`src/rtl/bram_port_arbiter.sv`:
```
// bram_port_arbiter: shares one 128-bit BRAM port between the data-side and
// instruction-side encryption units. Data has priority. A starvation counter
// forces an instruction grant after STARVE_LIMIT back-to-back data grants.
// Latency: req in IDLE cycle T -> mem_req in T+1; mem_valid in V -> rdy/rdata in V+1.
// Backpressure: owner holds req until its rdy pulse; mem_* are held until mem_valid.
// Optional feature: define BRAM_ARB_STATS_EN to build the saturating grant and
// contention counters. Without it the stat_* ports are tied to zero.
//
// Ports:
//   sys_clock, reset                      clock, async active-high reset
//   inst_*/data_* (req,write,addr,wdata)  requester inputs
//   inst_rdata/data_rdata, inst_rdy/data_rdy  registered completion outputs
//   mem_req/mem_write/mem_addr/mem_wdata  BRAM request (held until mem_valid)
//   mem_rdata/mem_valid                   BRAM completion
//   grant_o                               owner: 00 none, 01 data, 10 inst
//   stat_*                                statistics counters
module bram_port_arbiter #(
    parameter int MEM_ADDR_BITS = 15,
    parameter int DATA_WIDTH    = 128,
    parameter int STARVE_LIMIT  = 4
) (
    input  logic                     sys_clock,
    input  logic                     reset,
    input  logic                     inst_req,
    input  logic                     inst_write,
    input  logic [MEM_ADDR_BITS-1:0] inst_addr,
    input  logic [DATA_WIDTH-1:0]    inst_wdata,
    output logic [DATA_WIDTH-1:0]    inst_rdata,
    output logic                     inst_rdy,
    input  logic                     data_req,
    input  logic                     data_write,
    input  logic [MEM_ADDR_BITS-1:0] data_addr,
    input  logic [DATA_WIDTH-1:0]    data_wdata,
    output logic [DATA_WIDTH-1:0]    data_rdata,
    output logic                     data_rdy,
    output logic                     mem_req,
    output logic                     mem_write,
    output logic [MEM_ADDR_BITS-1:0] mem_addr,
    output logic [DATA_WIDTH-1:0]    mem_wdata,
    input  logic [DATA_WIDTH-1:0]    mem_rdata,
    input  logic                     mem_valid,
    output logic [1:0]               grant_o,
    output logic [31:0]              stat_inst_grants,
    output logic [31:0]              stat_data_grants,
    output logic [31:0]              stat_contention
);

    typedef enum logic [1:0] {
        IDLE    = 2'd0,
        BUSY_D  = 2'd1,
        BUSY_I  = 2'd2,
        RELEASE = 2'd3
    } state_t;

    localparam logic [3:0] STARVE_LIM = 4'(STARVE_LIMIT);

    state_t                   state_q, state_d;
    logic                     mem_req_q, mem_req_d;
    logic                     mem_write_q, mem_write_d;
    logic [MEM_ADDR_BITS-1:0] mem_addr_q, mem_addr_d;
    logic [DATA_WIDTH-1:0]    mem_wdata_q, mem_wdata_d;
    logic [DATA_WIDTH-1:0]    inst_rdata_q, inst_rdata_d;
    logic [DATA_WIDTH-1:0]    data_rdata_q, data_rdata_d;
    logic                     inst_rdy_q, inst_rdy_d;
    logic                     data_rdy_q, data_rdy_d;
    logic [1:0]               grant_q, grant_d;
    logic [3:0]               starve_q, starve_d;

    // Arbitration decision, only meaningful in IDLE. Inst wins a tie once
    // it has watched STARVE_LIMIT data grants go by.
    logic data_go;
    logic grant_data;
    logic grant_inst;
    logic contention;

    assign data_go    = data_req && !(inst_req && (starve_q >= STARVE_LIM));
    assign grant_data = (state_q == IDLE) && data_go;
    assign grant_inst = (state_q == IDLE) && !data_go && inst_req;
    assign contention = (state_q == IDLE) && data_req && inst_req;

    always_comb begin
        state_d      = state_q;
        mem_req_d    = mem_req_q;
        mem_write_d  = mem_write_q;
        mem_addr_d   = mem_addr_q;
        mem_wdata_d  = mem_wdata_q;
        inst_rdata_d = inst_rdata_q;
        data_rdata_d = data_rdata_q;
        inst_rdy_d   = 1'b0;
        data_rdy_d   = 1'b0;
        grant_d      = grant_q;
        starve_d     = starve_q;

        case (state_q)
            IDLE: begin
                if (grant_data) begin
                    state_d     = BUSY_D;
                    mem_req_d   = 1'b1;
                    mem_write_d = data_write;
                    mem_addr_d  = data_addr;
                    mem_wdata_d = data_wdata;
                    grant_d     = 2'b01;
                    // Count only grants that made a waiting inst fetch wait longer.
                    if (!inst_req) begin
                        starve_d = 4'd0;
                    end else if (starve_q != 4'hF) begin
                        starve_d = starve_q + 4'd1;
                    end
                end else if (grant_inst) begin
                    state_d     = BUSY_I;
                    mem_req_d   = 1'b1;
                    mem_write_d = inst_write;
                    mem_addr_d  = inst_addr;
                    mem_wdata_d = inst_wdata;
                    grant_d     = 2'b10;
                    starve_d    = 4'd0;
                end else begin
                    starve_d = 4'd0;
                end
            end
            BUSY_D: begin
                if (mem_valid) begin
                    if (!mem_write_q) begin
                        data_rdata_d = mem_rdata;
                    end
                    data_rdy_d = 1'b1;
                    mem_req_d  = 1'b0;
                    grant_d    = 2'b00;
                    state_d    = RELEASE;
                end
            end
            BUSY_I: begin
                if (mem_valid) begin
                    if (!mem_write_q) begin
                        inst_rdata_d = mem_rdata;
                    end
                    inst_rdy_d = 1'b1;
                    mem_req_d  = 1'b0;
                    grant_d    = 2'b00;
                    state_d    = RELEASE;
                end
            end
            // One dead cycle so the finished owner can drop req before the
            // next arbitration sees it.
            RELEASE: begin
                state_d = IDLE;
            end
            default: begin
                state_d   = IDLE;
                mem_req_d = 1'b0;
                grant_d   = 2'b00;
            end
        endcase
    end

    always_ff @(posedge sys_clock or posedge reset) begin
        if (reset) begin
            state_q      <= IDLE;
            mem_req_q    <= 1'b0;
            mem_write_q  <= 1'b0;
            mem_addr_q   <= '0;
            mem_wdata_q  <= '0;
            inst_rdata_q <= '0;
            data_rdata_q <= '0;
            inst_rdy_q   <= 1'b0;
            data_rdy_q   <= 1'b0;
            grant_q      <= 2'b00;
            starve_q     <= 4'd0;
        end else begin
            state_q      <= state_d;
            mem_req_q    <= mem_req_d;
            mem_write_q  <= mem_write_d;
            mem_addr_q   <= mem_addr_d;
            mem_wdata_q  <= mem_wdata_d;
            inst_rdata_q <= inst_rdata_d;
            data_rdata_q <= data_rdata_d;
            inst_rdy_q   <= inst_rdy_d;
            data_rdy_q   <= data_rdy_d;
            grant_q      <= grant_d;
            starve_q     <= starve_d;
        end
    end

    assign mem_req    = mem_req_q;
    assign mem_write  = mem_write_q;
    assign mem_addr   = mem_addr_q;
    assign mem_wdata  = mem_wdata_q;
    assign inst_rdata = inst_rdata_q;
    assign data_rdata = data_rdata_q;
    assign inst_rdy   = inst_rdy_q;
    assign data_rdy   = data_rdy_q;
    assign grant_o    = grant_q;

`ifdef BRAM_ARB_STATS_EN
    logic [31:0] stat_inst_q;
    logic [31:0] stat_data_q;
    logic [31:0] stat_cont_q;

    // Saturating counters: they stick at all-ones rather than wrap.
    always_ff @(posedge sys_clock or posedge reset) begin
        if (reset) begin
            stat_inst_q <= '0;
            stat_data_q <= '0;
            stat_cont_q <= '0;
        end else begin
            if (grant_inst && (stat_inst_q != 32'hFFFF_FFFF)) begin
                stat_inst_q <= stat_inst_q + 32'd1;
            end
            if (grant_data && (stat_data_q != 32'hFFFF_FFFF)) begin
                stat_data_q <= stat_data_q + 32'd1;
            end
            if (contention && (stat_cont_q != 32'hFFFF_FFFF)) begin
                stat_cont_q <= stat_cont_q + 32'd1;
            end
        end
    end

    assign stat_inst_grants = stat_inst_q;
    assign stat_data_grants = stat_data_q;
    assign stat_contention  = stat_cont_q;
`else
    logic unused_stats;
    assign unused_stats     = contention;
    assign stat_inst_grants = 32'd0;
    assign stat_data_grants = 32'd0;
    assign stat_contention  = 32'd0;
`endif

endmodule
```
`config.mk`:
```
export PLATFORM = sky130hd
export DESIGN_NAME = bram_port_arbiter
export DESIGN_NICKNAME = d
export VERILOG_FILES = /design/src/rtl/bram_port_arbiter.sv
export SDC_FILE = /design/constraint.sdc
export NUM_CORES = 1
export LEC_CHECK = 0
export ABC_AREA = 1
export CAP_MARGIN = 0
export CORE_AREA = 2 2 355 357
export CTS_CLUSTER_SIZE = 14
export DETAILED_ROUTE_END_ITERATION = 10
export DIE_AREA = 0 0 357 359
export GPL_TIMING_DRIVEN = 1
export PLACE_DENSITY = 0.34
export SYNTH_ARGS = -nofsm -noshare
export SYNTH_HDL_FRONTEND = slang
export SYNTH_SLANG_ARGS = --single-unit
```
`constraint.sdc`:
```
create_clock -name sys_clock -period 38.1 [get_ports sys_clock]
set_clock_uncertainty 0.2 [all_clocks]
set_input_delay 7.62 -clock sys_clock [delete_from_list [all_inputs] [get_ports sys_clock]]
set_output_delay 7.62 -clock sys_clock [all_outputs]
set_load 0.02 [all_outputs]
```
* Word-level counts from Yosys, hierarchy flattened
Index checks and enable logic that the tools add are counted.
** Word-level totals
- Register bits after elaboration :: 411
- Input bits :: 421
- Output and inout port bits :: 501
- Word-level logic and storage cells :: 60
** Cells by class
- $add $sub $neg :: 1
- $lt $le $gt $ge :: 1
- Eq/ne operators :: 7
- Multiplexer cells :: 22
- Bitwise operators :: 1
- Reductions and logical operators :: 17
** Operator list (number)
- 128-bit 2-to-1 mux :: 2
- 15-bit 2-to-1 mux :: 2
- 4-bit 2-to-1 mux :: 3
- 3-bit AND reduction :: 3
- 1-bit 2-to-1 mux :: 8
- 2-bit 2-to-1 mux :: 4
- 2-bit case mux with 3 select lines :: 1
- 2-bit AND reduction :: 3
- 1-bit logical AND :: 5
- 4-bit by 1-bit adder with 4-bit output (second input constant) :: 1
- 2-bit == test (second input constant) :: 2
- 4-bit by 3-bit >= comparator with 1-bit output (second input constant) :: 1
- 4-bit != test (second input constant) :: 1
- 2-bit case mux with 2 select lines :: 1
- 2-bit nonzero test :: 2
- 3-bit by 2-bit != test with 1-bit output (second input constant) :: 1
- 3-bit != test (second input constant) :: 1
- 2-bit by 1-bit == test with 1-bit output (second input constant) :: 1
- 1-bit zero test :: 2
- 2-bit zero test :: 1
- 2-bit by 1-bit != test with 1-bit output (second input constant) :: 1
- 1-bit case mux with 2 select lines :: 1
- 2-bit OR reduction :: 1
- 1-bit NOT :: 1

* Logic depth before layout (Yosys ltp)
Gate-level depths: netlist of the first run.
- Depth in word-level cells :: 10
- Depth in mapped cells :: 10

* Worst setup path after synthesis of the first run
No wires, ideal clock.
- Path kind :: input-to-reg
- Start point :: input port inst_req
- End point :: register mem_wdata_q[0] (netlist: mem_wdata[0])
- Library setup time :: 117 ps
- Arrival :: 8390 ps
- Path slack :: 29393 ps
- Stages :: 6
- Path buffers :: 2
- Cell sequence :: o21ai_1 -> clkbuf_1 -> buf_2 -> nand3_1 -> nand3_1 -> nand2_1
** On the way
- Longest elaborated chain between the ends :: 8
- Elaborated cells between the ends (all ways) :: 10
** RTL lines
- from (decl) :: RTL line 24 : input logic inst_req,
- 1-bit logical AND :: RTL line 76 : assign data_go = data_req && !(inst_req && (starve_q >= STARVE_LIM));
- 1-bit zero test :: RTL line 76
- 1-bit logical AND :: RTL line 76
- 1-bit zero test :: RTL line 78 : assign grant_inst = (state_q == IDLE) && !data_go && inst_req;
- 1-bit logical AND (2 in series) :: RTL line 78
- 2-bit nonzero test (no line)
- 2-bit AND reduction (no line)
- to (signal assigned) :: RTL line 174 : mem_wdata_q <= mem_wdata_d;
- to (decl) :: RTL line 61 : logic [DATA_WIDTH-1:0] mem_wdata_q, mem_wdata_d;
Parallel ways exist; a longest one is shown, timed or not.
A chain may end at the register's enable or synchronous reset.

* Worst setup path after layout of the first run
- Start point :: input port mem_valid
- End point :: register data_rdata_q[90] (netlist: data_rdata[90])
** On the way
- Longest elaborated chain between the ends :: 1
** RTL lines
- from (decl) :: RTL line 41 : input logic mem_valid,
- 3-bit AND reduction (no line)
- to (signal assigned) :: RTL line 176 : data_rdata_q <= data_rdata_d;
- to (decl) :: RTL line 63 : logic [DATA_WIDTH-1:0] data_rdata_q, data_rdata_d;
Every way passes these cells.

==> results_tabular.tex, run 1 <==
\begin{tabular}{lr}
\hline
Metric & Value \\
\hline
\multicolumn{2}{l}{\textbf{STA}} \\
\quad Final period demand of the worst path & 10.62 ns \\
\quad Final hold viol count & 0 \\
\quad Max-slew violation total from the final report & 0 \\
\quad Final total negative setup slack & 0 ns \\
\quad Actual slew at the worst max-slew pin & roughly 1.0 ns \\
\quad Max frequency & about 0.094 GHz \\
\quad Relative slew slack & 30.0\% \\
\quad Share of the clock period used by the worst path after layout & between 20 and 30\% \\
\quad Total setup violations reported at the end of the flow & 0 \\
\quad Final WS setup & 27.48 ns \\
\quad Setup repair after global routing missed its margin & no \\
\multicolumn{2}{l}{\textbf{Critical path}} \\
\quad CP Launch Type & input pin \\
\quad Launch instance of the worst register-to-register path & state\_q[1]\$\_DFFE\_PP0P\_ \\
\quad Signal arrival time at the worst endpoint & approximately 11 ns \\
\quad Critical path's most frequent cell & buf\_4 \\
\quad Data required, critical path & around 38 ns \\
\quad WS Path Type & input pin to flip-flop \\
\quad Critical Path, Cell by Cell & clkdlybuf4s50\_1 -> nand2\_1 -> inv\_1 -> nand2\_4 -> buf\_4 -> buf\_4 -> buf\_4 -> o21ai\_0 \\
\quad Worst-path cell with the longest stage delay & buf\_4 \\
\quad Kind of end point of the critical path & flip-flop \\
\quad Worst path max stage delay & 0.84 ns \\
\quad Number of cell instances on the worst register-to-register path & 9 \\
\quad Critical path launch point & mem\_valid \\
\quad Highest fanout seen on the critical path & 100 \\
\multicolumn{2}{l}{\textbf{Logic synthesis}} \\
\quad Adder-Cell Fraction of Synth Area & less than 1\% \\
\quad Share of synthesized area occupied by flip-flops and latches & a little over half \\
\quad Most area-consuming cells after synthesis & dfrtp\_1, nand2\_1, inv\_1 \\
\quad Async S/R FF share, synth & 100\% \\
\quad Main combinational cell family by area after synthesis & simple AND/OR/NAND/NOR gates \\
\quad Dominant synthesized flop cell & dfrtp\_1 \\
\quad Cell count after synthesis & 2347 \\
\quad Count of different cell masters after synthesis & 18 \\
\quad Share of cell area taken by muxes after synthesis & 0\% \\
\quad Area fraction in and, or, nand and nor cells after synthesis & approximately 22\% \\
\quad Top post-synthesis cells by count & nand2\_1, inv\_1, dfrtp\_1 \\
\quad Post-synth top area share & roughly 55\% \\
\quad Post-synthesis cell type with the largest combined area & dfrtp\_1 \\
\quad Mapped Area & 0.0188 sq mm \\
\quad Number of flops mapped to enable cells by yosys & 0 \\
\quad Share of the synthesized area in compound gates (AO/OA/AOI/OAI) & between 7 and 8\% \\
\quad Avg Synthesized Cell Area & between 8 and 9 sq um \\
\quad Area share of xor/xnor cells in the synthesized design & 0\% \\
\quad Cell with the most instances after synthesis & nand2\_1 \\
\quad Count of yosys warnings during synthesis & 0 \\
\quad Post-synthesis register bit count & 411 \\
\multicolumn{2}{l}{\textbf{Flow run}} \\
\quad Number of maximum-capacitance constraint violations & 0 \\
\multicolumn{2}{l}{\textbf{Worst hold path}} \\
\quad Origin of the worst min-delay path & mem\_wdata[46]\$\_DFFE\_PP0P\_ \\
\quad Hold Path Cell Cnt & 2 \\
\quad Hold Crit Class & flip-flop to flip-flop \\
\multicolumn{2}{l}{\textbf{Global route}} \\
\quad Remaining global-route overflow & 0 \\
\quad Via count of the first global-routing pass & 17494 \\
\quad Gr busiest metal & met2 \\
\quad Largest net degree at the start of global routing & 230 \\
\quad First-pass GRT wire length & between 100 and 150 mm \\
\quad Met1 track demand over resource & approximately 15\% \\
\quad Met3 demand-to-capacity share in global routing & under 10\% \\
\quad Global-route met2 utilization & a little under a quarter \\
\quad Antenna violations before repair & 12 \\
\quad GRT Resource Usage Total & about an eighth \\
\multicolumn{2}{l}{\textbf{Pwr}} \\
\quad Total power per unit cell area & slightly above 80 mW/mm\^{}2 \\
\quad Largest voltage drop on the vdd net & 0.0000359 V \\
\quad Net switching component of the power & between 1 and 1.5 mW \\
\quad Logic pwr share & between 40\% and 50\% \\
\quad Sw Share & between 40\% and 50\% \\
\quad Internal Power & between 1 and 1.5 mW \\
\quad Clock share of power & 21.5\% \\
\quad Lkg Pwr & between 10 and 15 nW \\
\quad Seq pwr share & between 30\% and 40\% \\
\multicolumn{2}{l}{\textbf{Routing}} \\
\quad Vias & 17104 \\
\quad Post-detailed-route via-to-cell ratio & around 3.6 \\
\quad Wire length after detailed routing & 86.8 mm \\
\quad Antenna violation net count after detailed routing & 0 \\
\quad Routed wire length per instance & roughly 18 um \\
\quad Number of iterations in the first detailed-routing pass & 5 \\
\quad Starting DRT DRC Count & around 900 \\
\quad DRC violation count after routing & 0 \\
\multicolumn{2}{l}{\textbf{Die}} \\
\quad Row count & 130 \\
\quad Core box area & approximately 0.12 sq mm \\
\quad Initial Util & roughly 15\% \\
\quad Die boundary height & approximately 360 um \\
\quad Number of top-level pins & $\sim$920 \\
\quad Die width & 357 um \\
\quad Die Area & between 0.1 and 0.15 sq mm \\
\multicolumn{2}{l}{\textbf{Clock network}} \\
\quad Clock tree from TritonCTS & yes \\
\quad Number of clock buffers inserted by TritonCTS & 54 \\
\quad Skew-Pair Late Insertion Delay & approximately 0.64 ns \\
\quad Clock slew at the register clock pins of the worst setup and hold paths & roughly 0.06 ns \\
\quad Clock sink count & between 400 and 500 \\
\quad Number of H-tree levels & 2 \\
\quad Clock tree root driver cell & clkbuf\_16 \\
\quad Post-CTS Setup Inserts & 0 \\
\quad CTS-repair resized insts & 0 \\
\quad Max Root-Sink Buffers & 3 \\
\quad Count of hold buffers inserted by post-cts repair & 0 \\
\multicolumn{2}{l}{\textbf{Place}} \\
\quad Worst slack after detailed placement & 26.76 ns \\
\quad HPWL after detailed placement & $\sim$65 mm \\
\quad \# port buffers & 825 \\
\quad RD Place Congestion & 0.808 \\
\multicolumn{2}{l}{\textbf{Run status}} \\
\quad Run status & finished, final reports clean \\
\multicolumn{2}{l}{\textbf{Layout}} \\
\quad Net total in the final layout & 3537 \\
\quad Area taken by multi-input logic gates & between 0.005 and 0.006 sq mm \\
\quad Fraction of layout instances using a drive strength above 1 & under 10\% \\
\quad P\&R area growth vs syn & 60.9\% \\
\quad Register area & just over 0.01 sq mm \\
\quad Fill cells & 13888 \\
\quad Core Util, Final & about a quarter \\
\hline
\end{tabular}
cell type report:
| class | instances | share of cell area (%) |
|---|---|---|
| Timing Repair Buffer | 844 | 27.9 |
| Antenna cell | 5 | 0.0414 |
| Multi-Input combinational cell | 1373 | 19.6 |
| Tap cell | 1650 | 6.83 |
| Clock inverter | 21 | 0.832 |
| Inverter | 427 | 5.36 |
| Clock buffer | 80 | 5.39 |
| Sequential cell | 411 | 34.0 |
flip-flops by register name (all words and copies together), names as in the netlist:
| name | count |
|---|---|
| inst_rdy | 1 |
| mem_write | 1 |
| grant_o | 2 |
| mem_addr | 15 |
| mem_wdata | 128 |
| starve_q | 4 |
| data_rdy | 1 |
| state_q | 2 |
| data_rdata | 128 |
| inst_rdata | 128 |
| mem_req | 1 |
per-stage QoR:
| stage | std cells | total power, mW | hold slack [ns] | cell area (sq um) |
|---|---|---|---|---|
| 2_1_floorplan | 2442 | 1.35 | 0.258 | 19100 |
| 3_3_place_gp | 4705 | 2.00 | 0.264 | 28300 |
| 3_5_place_dp | 4705 | 2.00 | 0.264 | 28300 |
| 4_1_cts | 4806 | 2.57 | 0.279 | 30200 |
| 5_1_grt | 4810 | 2.68 | 0.294 | 30200 |
| 6_report | 4811 | 2.51 | 0.276 | 30200 |
cell families (layout without fill, tap and decap cells):
| logic type | Yosys count | after routing |
|---|---|---|
| AOI/OAI and AO/OA | 263 | 263 |
| other | 1 | 101 |
| and+or+nand+nor | 1009 | 1009 |
| adders and majority gates | 5 | 5 |
| buffers and inverters | 658 | 1372 |
| DFF | 411 | 411 |
placed cells by master (no fill, tap or decap):
cell,instances
clkdlybuf4s50_1,825
nand2_1,707
inv_1,424
dfrtp_1,411
nand3_1,293
o21ai_0,258
conb_1,96
clkbuf_16,54
clkbuf_8,18
buf_4,17
clkinv_2,13
clkbuf_1,8
diode_2,5
ha_1,5
nand2_4,4
nor2_1,3
inv_6,3
bufinv_16,3
o21ai_1,2
a21oi_1,2
clkinv_16,2
buf_12,2
nand2_2,1
or2_2,1
o21ai_4,1
inv_8,1
inv_16,1
clkinvlp_4,1
power by group through the flow:
stage / Combinational, mW / Clock (mW) / Sequential [mW]
global route: 1.32 / 0.581 / 0.785
global placement: 1.24 / 0 / 0.763
detailed placement: 1.24 / 0 / 0.762
finish: 1.21 / 0.539 / 0.756
floorplan: 0.361 / 0 / 0.988
CTS: 1.24 / 0.565 / 0.759
final timing paths:
path	end	slack, ns
min reg2reg	mem_wdata[46]$_DFFE_PP0P_	0.28
max in group asynchronous	data_rdata[6]$_DFFE_PP0P_	27.75
max reg2reg	data_rdata[90]$_DFFE_PP0P_	34.28
min in group asynchronous	mem_wdata[95]$_DFFE_PP0P_	7.23
min	mem_wdata[46]$_DFFE_PP0P_	0.28
max	data_rdata[90]$_DFFE_PP0P_	27.48
critical path: cells and delay by family:
family,cells,cell delay [ns]
buf+inv,5,2.57
simple gates,2,0.36
compound gates,1,0.17
layer usage:
| metal | routed length (um) | share of wire, % |
|---|---|---|
| met2 | 42400 | 49 |
| met1 | 34400 | 40 |
| met5 | 69 | 0.079 |
| met4 | 2420 | 2.8 |
| met3 | 7550 | 8.7 |
Power figures use the tool's default switching activity.
==> inputs of run 2 (changes only) <==
PLACE_DENSITY = 0.35   (was 0.34)
clock period = 9.4 ns   (was 38.1 ns; I/O delays follow)
==> results_tabular.tex, run 2 (synthesized netlist as in run 1, its figures left out) <==
\begin{tabular}{lr}
\hline
Metric & Value \\
\hline
\multicolumn{2}{l}{\textbf{Critical path}} \\
\quad Kind of end point of the critical path & flip-flop \\
\quad Data required, critical path & 9.71 ns (-28.65 ns) \\
\quad Signal arrival time at the worst endpoint & 4.68 ns (-6.20 ns) \\
\quad Worst-path cell with the longest stage delay & buf\_4 \\
\quad CP Launch Type & input pin \\
\quad WS Path Type & input pin to flip-flop \\
\quad Highest fanout seen on the critical path & 76 (-24\%) \\
\quad Critical Path, Cell by Cell & clkdlybuf4s50\_1 -> o21ai\_4 -> buf\_4 -> buf\_4 -> nand3\_1 -> nand3\_1 -> nand2\_1 \\
\quad Worst path max stage delay & 0.81 ns (-0.03 ns) \\
\multicolumn{2}{l}{\textbf{Global route}} \\
\quad First-pass GRT wire length & 125 mm (-0.27\%) \\
\quad Largest net degree at the start of global routing & 212 (-7.8\%) \\
\quad Via count of the first global-routing pass & 17431 (-0.36\%) \\
\quad Antenna violations before repair & 11 (-1) \\
\quad Remaining global-route overflow & 0 (unchanged) \\
\quad GRT Resource Usage Total & 13.1\% (-0.086 points) \\
\multicolumn{2}{l}{\textbf{STA}} \\
\quad Final period demand of the worst path & between 4 and 5 ns \\
\quad Total setup violations reported at the end of the flow & 0 (unchanged) \\
\quad Actual slew at the worst max-slew pin & 1.06 ns (+0.00711 ns) \\
\quad Share of the clock period used by the worst path after layout & around 47\% \\
\quad Setup repair after global routing missed its margin & no \\
\quad Max frequency & approximately 0.23 GHz \\
\quad Max-slew violation total from the final report & 0 (unchanged) \\
\quad Relative slew slack & 29.5\% (-0.47 points) \\
\quad Final hold viol count & 0 (unchanged) \\
\quad Final total negative setup slack & 0 ns (unchanged) \\
\quad Worst hold slack after final layout & 0.269 ns (-0.00698 ns) \\
\multicolumn{2}{l}{\textbf{Routing}} \\
\quad Antenna violation net count after detailed routing & 0 (unchanged) \\
\quad Starting DRT DRC Count & 861 (-7.1\%) \\
\quad Number of iterations in the first detailed-routing pass & 5 (unchanged) \\
\quad DRC violation count after routing & 0 (unchanged) \\
\quad Post-detailed-route via-to-cell ratio & 3.57 (+0.49\%) \\
\quad Routed wire length per instance & 18.0 um (-0.15\%) \\
\quad Wire length after detailed routing & 86.7 mm (-0.13\%) \\
\quad Vias & 17191 (+0.51\%) \\
\multicolumn{2}{l}{\textbf{Layout}} \\
\quad Commonest cells after routing, fill and taps aside & clkdlybuf4s50\_1, nand2\_1, inv\_1, dfrtp\_1, nand3\_1 \\
\quad Fraction of layout instances using a drive strength above 1 & 4.06\% (+0.19 points) \\
\quad Most common cell after layout, fill and taps aside & clkdlybuf4s50\_1 \\
\quad Core Util, Final & 24.4\% (+0.13 points) \\
\quad P\&R area growth vs syn & 61.7\% \\
\quad Net total in the final layout & 3535 (-0.057\%) \\
\multicolumn{2}{l}{\textbf{Die}} \\
\quad Core box area & 0.125 sq mm (unchanged) \\
\quad Die Area & 0.128 sq mm (unchanged) \\
\quad Die width & 357 um (unchanged) \\
\quad Initial Util & 15.1\% (unchanged) \\
\quad Row count & 130 (unchanged) \\
\quad Number of top-level pins & 922 (unchanged) \\
\quad Die boundary height & 359 um (unchanged) \\
\multicolumn{2}{l}{\textbf{Clock network}} \\
\quad Count of hold buffers inserted by post-cts repair & 0 (unchanged) \\
\quad CTS-repair resized insts & 0 (unchanged) \\
\quad Clock tree from TritonCTS & yes \\
\quad Clock slew at the register clock pins of the worst setup and hold paths & 0.06 ns (about the same) \\
\quad Number of H-tree levels & 2 (unchanged) \\
\quad Skew-Pair Late Insertion Delay & 0.65 ns (about the same) \\
\quad Clock sink count & 411 (unchanged) \\
\quad Number of clock buffers inserted by TritonCTS & 55 (+1.9\%) \\
\quad Max Root-Sink Buffers & 3 (unchanged) \\
\quad Post-CTS Setup Inserts & 0 (unchanged) \\
\quad Clock tree root driver cell & clkbuf\_16 \\
\multicolumn{2}{l}{\textbf{Pwr}} \\
\quad Lkg Pwr & 15.0 nW (+0.42\%) \\
\quad Power consumption & 10.3 mW (+310\%) \\
\quad Total power per unit cell area & 338 mW/mm\^{}2 (+310\%) \\
\quad Largest voltage drop on the vdd net & 0.000185 V (+410\%) \\
\multicolumn{2}{l}{\textbf{Worst hold path}} \\
\quad Hold Crit Class & flip-flop to flip-flop \\
\multicolumn{2}{l}{\textbf{Place}} \\
\quad HPWL after detailed placement & 63.5 mm (-1.9\%) \\
\quad \# port buffers & 825 (unchanged) \\
\quad RD Place Congestion & 0.810 (+0.20\%) \\
\multicolumn{2}{l}{\textbf{Run status}} \\
\quad Run status & finished, final reports clean \\
\multicolumn{2}{l}{\textbf{Flow run}} \\
\quad Number of maximum-capacitance constraint violations & 0 (unchanged) \\
\hline
\end{tabular}
run 2: worst paths after layout:
path / startpoint / end / slack [ns] / cells after the start
min reg2reg: grant_o[1]$_DFFE_PP0P_ / grant_o[1]$_DFFE_PP0P_ / 0.27 / 2
min: grant_o[1]$_DFFE_PP0P_ / grant_o[1]$_DFFE_PP0P_ / 0.27 / 2
max: inst_req / mem_wdata[113]$_DFFE_PP0P_ / 5.03 / 7
max in group asynchronous: reset / data_rdata[116]$_DFFE_PP0P_ / 5.85 / 4
min in group asynchronous: reset / mem_wdata[21]$_DFFE_PP0P_ / 1.33 / 2
max reg2reg: state_q[0]$_DFFE_PP0P_ / mem_wdata[73]$_DFFE_PP0P_ / 5.85 / 9
run 2: stage by stage:
stage                     worst slack [ns]  instances  instance area, sq um
after floorplan                       1.78       2442                 19100
after global placement                4.36       4702                 28300
after detailed placement              4.38       4702                 28300
after CTS                             5.07       4806                 30400
after global routing                  4.88       4812                 30400
final                                 5.03       4812                 30400
run 2: layout make-up:
cell class | count | area [sq um]
multi-input combinational | 1373 | 5940
inverter | 427 | 1610
fill | 13844 | 94200
clock inverter | 27 | 372
antenna | 6 | 15.0
timing repair buffer | 841 | 8440
clock buffer | 77 | 1660
sequential | 411 | 10300
tap | 1650 | 2060
run 2: per-layer routing:
metal	vias up	share of wire, %	GRT usage [%]	wire length, um
li1	8483	-	-	-
met1	8050	40	15.1	34300
met2	553	50	22.9	43200
met3	97	8.5	4.61	7380
met4	8	2.1	3.62	1800
met5	-	0.058	0	50
run 2: report_power, final:
part	switching [mW]	internal, mW	leakage, nW
clock	0.921	1.40	1.00
sequential	0.477	2.59	5.14
combinational	2.87	2.01	8.81
total	4.27	6.00	15.0
run 2: critical path: cells and delay by family:
kind | cells | cell delay (ns)
buf+inv | 3 | 2.12
simple gates | 3 | 0.46
compound gates | 1 | 0.14
